### src/rtl/left_shift_register_base.sv
`default_nettype none
// ============================================================================
// Module      : left_shift_register_base
// Description : Parameterised serial-in, parallel-out shift register. Each
//               enabled rising edge shifts the register left by one bit. The
//               serial input enters at the LSB and the MSB is discarded.
//               Reset is synchronous and active-high, and it takes priority
//               over enable.
//
// Parameters  : DEPTH  - number of register stages and width of out (>= 1)
//
// Ports       : clk     in   1      clock, rising-edge active
//               reset   in   1      synchronous active-high clear
//               in      in   1      serial bit shifted into out[0]
//               enable  in   1      shift enable, active-high
//               out     out  DEPTH  register contents; out[0] is the newest
//                                   bit
//
// Revision    : 1.0 - initial release
// ============================================================================
module left_shift_register_base #(
    parameter int DEPTH = 8
) (
    input  logic             clk,
    input  logic             reset,
    input  logic             in,
    input  logic             enable,
    output logic [DEPTH-1:0] out
);

    // Register state. out is driven only from this register, so the output
    // has no combinational path from in, enable or reset.
    logic [DEPTH-1:0] r_shift;

    // Next shifted value. It is built per depth because the slice
    // [DEPTH-2:0] does not exist when DEPTH is 1.
    logic [DEPTH-1:0] w_shifted;

    generate
        if (DEPTH == 1) begin : g_single
            // With one stage a shift just replaces the register with in.
            assign w_shifted = in;
        end else begin : g_multi
            // Drop the old MSB, move every other bit up one position, and
            // put the new serial bit in the LSB.
            assign w_shifted = {r_shift[DEPTH-2:0], in};
        end
    endgenerate

    // Reset is checked before enable, so reset wins when both are high.
    // When enable is low the register holds its value and in is ignored.
    always_ff @(posedge clk) begin
        if (reset) begin
            r_shift <= '0;
        end else if (enable) begin
            r_shift <= w_shifted;
        end
    end

    assign out = r_shift;

endmodule
`default_nettype wire

### config.mk
export PLATFORM = sky130hd
export DESIGN_NAME = left_shift_register_base
export DESIGN_NICKNAME = d
export VERILOG_FILES = /design/src/rtl/left_shift_register_base.sv
export SDC_FILE = /design/constraint.sdc
export NUM_CORES = 1
export LEC_CHECK = 0
export BUFFER_PORTS_ARGS = -buffer_cell sky130_fd_sc_hd__buf_2
export CAP_MARGIN = 20
export CORE_AREA = 10 10 47 49
export DETAILED_ROUTE_END_ITERATION = 6
export DIE_AREA = 0 0 57 59
export SLEW_MARGIN = 20
export SYNTH_ARGS = -nofsm -noshare
export SYNTH_HDL_FRONTEND = slang
export SYNTH_SLANG_ARGS = --single-unit
### constraint.sdc
create_clock -name clk -period 1.7 [get_ports clk]
set_input_delay 0.34 -clock clk [delete_from_list [all_inputs] [get_ports clk]]
set_output_delay 0.34 -clock clk [all_outputs]
set_load 0.03 [all_outputs]
==> impl_metrics.env, run 1 <==
export IMPL_cts_resized=0
export IMPL_drtIter0Drc=4
export IMPL_path_max_fanout=3
export IMPL_slew_headroom=0.847
export IMPL_synth_area_top_cells="dfxtp_1 56%, mux2i_1 28%, nor2_1 11%"
export IMPL_worstSetupEndpointType="primary output"
export IMPL_fin_crit_sh=0.678
export IMPL_routed_wl_um=599
export IMPL_detail_route_antenna_nets=0
export IMPL_finalHoldViolCount=0
export IMPL_finalSetupViolations=0
export IMPL_n_fill_cell=160
export IMPL_die_x_um=57
export IMPL_viasPerCell=3.94
export IMPL_remaining_drc_errors=0
export IMPL_slew_violations=0
export IMPL_die_area_um2=3360
export IMPL_firstDrtPassIters=3
export IMPL_core_um2=1400
export IMPL_multi_input_area_um2=110
export IMPL_critical_path_class="register to primary output"
export IMPL_avgSynthCellArea_um2=11.0
export IMPL_ir_drop_v=0.000368
export IMPL_endpoint="out[4]"
export IMPL_min_period_ns=1.15
export IMPL_synthesis_area_um2=285
export IMPL_pin_count=12
export IMPL_clock_fmax_ghz=0.868
export IMPL_synth_edf_count=0
export IMPL_largest_reg_flops=8
export IMPL_gr_total_overflow=0
export IMPL_status="finished, final reports clean"
export IMPL_worst_r2r_setup_slack_ns=1.08
export IMPL_p_total_uw=359
export IMPL_nets=44
export IMPL_synth_top_cell_area_share=0.561
export IMPL_critPathSlowestCell="dfxtp_1"
export IMPL_antenna_found_initial=0
export IMPL_cts_htree_levels=1
export IMPL_cts_max_path_buffers=2
export IMPL_fp_dieH_um=59
export IMPL_final_layout_size_suffix_gt1_frac=0.368
export IMPL_grt_setup_unrepaired="no"
export IMPL_reg2reg_from="out[4]"
export IMPL_cts_sinks=8
export IMPL_reg2regPathDepth=2
export IMPL_worst_pin_slew_ns=0.229
export IMPL_n_antenna_cell=0
export IMPL_ys_types=5
export IMPL_wl_per_cell_um=11.1
export IMPL_initial_core_util=0.204
export IMPL_crit_arrival_ns=0.81
export IMPL_min_path_type="primary input to register"
export IMPL_cts_tree="built"
export IMPL_grt_max_degree=9
export IMPL_synth_main_ff_cell="dfxtp_1"
export IMPL_io_buffers=11
export IMPL_critPathRequiredTime_ns=1.36
export IMPL_synthTopCellsByCount="8 x dfxtp_1, 8 x mux2i_1, 8 x nor2_1"
export IMPL_routabilityCongestion=0.574
export IMPL_post_cts_setup_buffer_count=0
export IMPL_hold_slack_ns=0.348
export IMPL_rows=14
export IMPL_seq_area_um2=160
export IMPL_vias=213
export IMPL_synth_seq_cells=8
export IMPL_placed_area_um2=345
export IMPL_synth_cells=26
export IMPL_start_kind="register"
export IMPL_fin_worst_skew_ns=0.00246
export IMPL_synthArstFlopShare=0
export IMPL_fin_cells=54
export IMPL_grt_pass1_wl_um=1010
export IMPL_final_area_um2=368
export IMPL_seq_area_frac_synth=0.561
export IMPL_critPathMaxStageDelay_ns=0.35
export IMPL_ctsHoldBuffers=0
export IMPL_cts_root_buf="clkbuf_4"
export IMPL_path_depth=1
export IMPL_syn_num_nets=30
export IMPL_finalSetupTns_ns=0
export IMPL_crit_chain="buf_2"
export IMPL_yosysWarnings=0
export IMPL_reg2reg_to="out[5]"
export IMPL_grt_pass1_vias=224
export IMPL_cp_top_family="flip-flops"
export IMPL_max_cap_violations=0
export IMPL_power_density_nw_per_um2=975
export IMPL_place_inst=51
export IMPL_syn_to_final_growth_pct=28.9
export IMPL_clk_latency_ns=0.25
export IMPL_cp_startpoint="out[4]"
export IMPL_grt_total_usage=0.0403
export IMPL_cts_made_buffers=3
export IMPL_p_leak_uw=0.000193
export IMPL_path_buf_inv=1
export IMPL_synth_top_area_cell="dfxtp_1"
export IMPL_cts_clk_slew_worst_paths_ns=0.05
==> stage by stage <==
stage          setup WS [ns]   util
6_report               0.548  0.263
4_1_cts                0.534  0.263
3_3_place_gp           0.744  0.246
5_1_grt                0.504  0.263
3_5_place_dp           0.732  0.246
2_1_floorplan          0.871      -
==> how the worst min path moves through the flow <==
| stage | startpoint | end | slack (ns) | cells past startpoint |
|---|---|---|---|---|
| 2_1_floorplan | in | out[0] | 0.49 | 2 |
| 3_3_place_gp | out[7] | out[7] | 0.47 | 2 |
| 3_5_place_dp | out[7] | out[7] | 0.48 | 2 |
| 4_1_cts | reset | out[4] | 0.35 | 2 |
| 5_1_grt | reset | out[6] | 0.36 | 2 |
| 6_report | in | out[0] | 0.35 | 3 |
==> layer usage <==
layer	part of all wire	global-route usage
met3	0.16	0.0451
met2	0.39	0.0481
met4	0.013	0.0201
met5	0	0
met1	0.44	0.0418
==> area by class of cell <==
class / instances / share of cell area
Clock buffer: 3 / 0.0612
Multi-Input combinational cell: 16 / 0.299
Sequential cell: 8 / 0.435
Tap cell: 16 / 0.0544
Timing Repair Buffer: 11 / 0.150
==> logic make-up after synthesis <==
logic type / synth area share
buf+inv: 0.0526
simple gates: 0.105
flops: 0.561
mux: 0.281
==> layout by cell type, fill, tap and decap left out <==
| cell | count |
|---|---|
| mux2i_1 | 8 |
| nor2_1 | 8 |
| buf_2 | 11 |
| dfxtp_1 | 8 |
| clkbuf_4 | 3 |
==> report_power, final <==
part / total (uW) / internal, uW / leakage [uW] / switching, uW
clock network: 140 / 80.4 / 0.0000138 / 59.5
registers: 193 / 191 / 0.0000647 / 1.94
logic: 26.0 / 9.90 / 0.000114 / 16.1
total: 359 / 281 / 0.000193 / 77.5
(Power assumes the default switching activity.)
==> run 2: changes to the inputs <==
==> constraint.sdc (replaced) <==
create_clock -name clk -period 1.02 [get_ports clk]
set_input_delay 0.204 -clock clk [delete_from_list [all_inputs] [get_ports clk]]
set_output_delay 0.204 -clock clk [all_outputs]
set_load 0.03 [all_outputs]
==> impl_metrics.env, run 2 (synthesis results as in run 1) <==
export IMPL_remaining_drc_errors=0
export IMPL_routed_wl_um=597
export IMPL_mostFrequentLayoutCells="8 x mux2i_1, 8 x nor2_1, 8 x dfxtp_1, 6 x buf_4, 4 x buf_2"
export IMPL_critPathSlowestCell="dfxtp_1"
export IMPL_routabilityCongestion=0.629
export IMPL_n_fill_cell=167
export IMPL_critPathMaxStageDelay_ns=0.36
export IMPL_antenna_found_initial=0
export IMPL_use_met1=0.0418
export IMPL_status="finished, final reports clean"
export IMPL_finalSetupTns_ns=0
export IMPL_power_share_switching=0.214
export IMPL_slew_headroom=0.851
export IMPL_viasPerCell=4.00
export IMPL_p_comb_frac=0.076
export IMPL_ctsHoldBuffers=0
export IMPL_cts_sinks=8
export IMPL_finalHoldViolCount=0
export IMPL_cp_top_family="flip-flops"
export IMPL_n_antenna_cell=0
export IMPL_grt_total_usage=0.0403
export IMPL_cts_htree_levels=1
export IMPL_die_x_um=57
export IMPL_syn_to_final_growth_pct=36.4
export IMPL_power_density_nw_per_um2=1540
export IMPL_seqPwrFrac=0.536
export IMPL_p_switching_uw=128
export IMPL_cts_tree="built"
export IMPL_p_leak_uw=0.000193
export IMPL_use_met2=0.0512
export IMPL_clockPowerShare=0.388
export IMPL_min_path_type="primary input to register"
export IMPL_rows=14
export IMPL_nets=44
export IMPL_dpl_hpwl_um=479
export IMPL_grt_pass1_vias=244
export IMPL_cts_clk_slew_worst_paths_ns=0.05
export IMPL_place_inst=51
export IMPL_clk_latency_ns=0.25
export IMPL_post_cts_setup_buffer_count=0
export IMPL_start_kind="register"
export IMPL_fin_crit_sh=0.963
export IMPL_firstDrtPassIters=4
export IMPL_finalSetupViolations=0
export IMPL_largest_reg_flops=8
export IMPL_critical_path_class="register to primary output"
export IMPL_ir_drop_v=0.000427
export IMPL_io_buffers=11
export IMPL_wl_per_cell_um=11.1
export IMPL_fp_dieH_um=59
export IMPL_worstSetupEndpointType="primary output"
export IMPL_grt_pass1_wl_um=1010
export IMPL_detail_route_antenna_nets=0
export IMPL_slew_violations=0
export IMPL_pin_count=12
export IMPL_gr_total_overflow=0
export IMPL_path_buf_inv=1
export IMPL_grt_setup_unrepaired="no"
export IMPL_final_layout_size_suffix_gt1_frac=0.368
export IMPL_busiest_layer="met2"
export IMPL_worst_pin_slew_ns=0.224
export IMPL_path_max_fanout=3
export IMPL_vias=216
export IMPL_fin_cells=54
export IMPL_critPathRequiredTime_ns=0.82
export IMPL_grt_max_degree=9
export IMPL_max_cap_violations=0
export IMPL_cts_made_buffers=3
export IMPL_met3_usage=0.0279
export IMPL_min_period_ns=0.982
export IMPL_crit_chain="buf_4"
export IMPL_initial_core_util=0.204
export IMPL_clock_fmax_ghz=1.02
export IMPL_core_um2=1400
export IMPL_cts_max_path_buffers=2
export IMPL_die_area_um2=3360
export IMPL_intPower_uw=471
export IMPL_drtIter0Drc=5
export IMPL_fin_worst_skew_ns=0.00303
export IMPL_crit_arrival_ns=0.78
export IMPL_cts_root_buf="clkbuf_4"
[run 2: cell count changes in the layout (fill, tap and decap cells not counted)]
cell and change:
buf_6 +1, buf_2 -7, buf_4 +6
[run 2: power by group through the flow]
| stage | combinational (uW) | sequential (uW) | clock [uW] |
|---|---|---|---|
| after detailed placement | 43.9 | 328 | 0 |
| after global routing | 49.6 | 322 | 260 |
| after CTS | 44.0 | 321 | 247 |
| final | 45.7 | 321 | 232 |
| after global placement | 43.7 | 327 | 0 |
| after floorplan | 25.1 | 337 | 0 |
[run 2: timing repair]
action                     in CTS  in global routing
setup endpoints to repair       2                  5
gates resized for setup         2                 11
cloned                          0                  0
[run 2: path summary, 6_finish.rpt]
kind              endpoint  depth (start not counted)  slack (ns)    from
setup reg to reg    out[3]                          2        0.40  out[2]
hold / removal      out[0]                          3        0.22      in
hold reg to reg     out[7]                          2        0.48  out[7]
setup / recovery    out[6]                          1        0.04  out[6]
[run 2: through the flow]
stage                     total power (uW)  hold slack [ns]  worst slack, ns  area [um^2]  utilization
after global routing                   631            0.237         0.000597          389        0.278
after global placement                 371            0.446            0.202          345        0.246
after detailed placement               371            0.479            0.187          345        0.246
final                                  600            0.217           0.0377          389        0.278
after floorplan                        362            0.351            0.264          285            -
after CTS                              612            0.213         0.000936          373        0.266
[run 2: layout make-up]
cell class / instances / area [um^2] / share of cell area
clock buffer: 3 / 22.5 / 0.0579
timing repair buffer: 11 / 76.3 / 0.196
tap: 16 / 20.0 / 0.0514
multi-input combinational: 16 / 110 / 0.283
sequential: 8 / 160 / 0.412
[run 2: routing by layer]
metal  vias to the layer above  share of wire
met3                         0           0.15
met1                        95           0.43
met4                         0              0
li1                        110              -
met2                        11           0.43
met5                         -              0
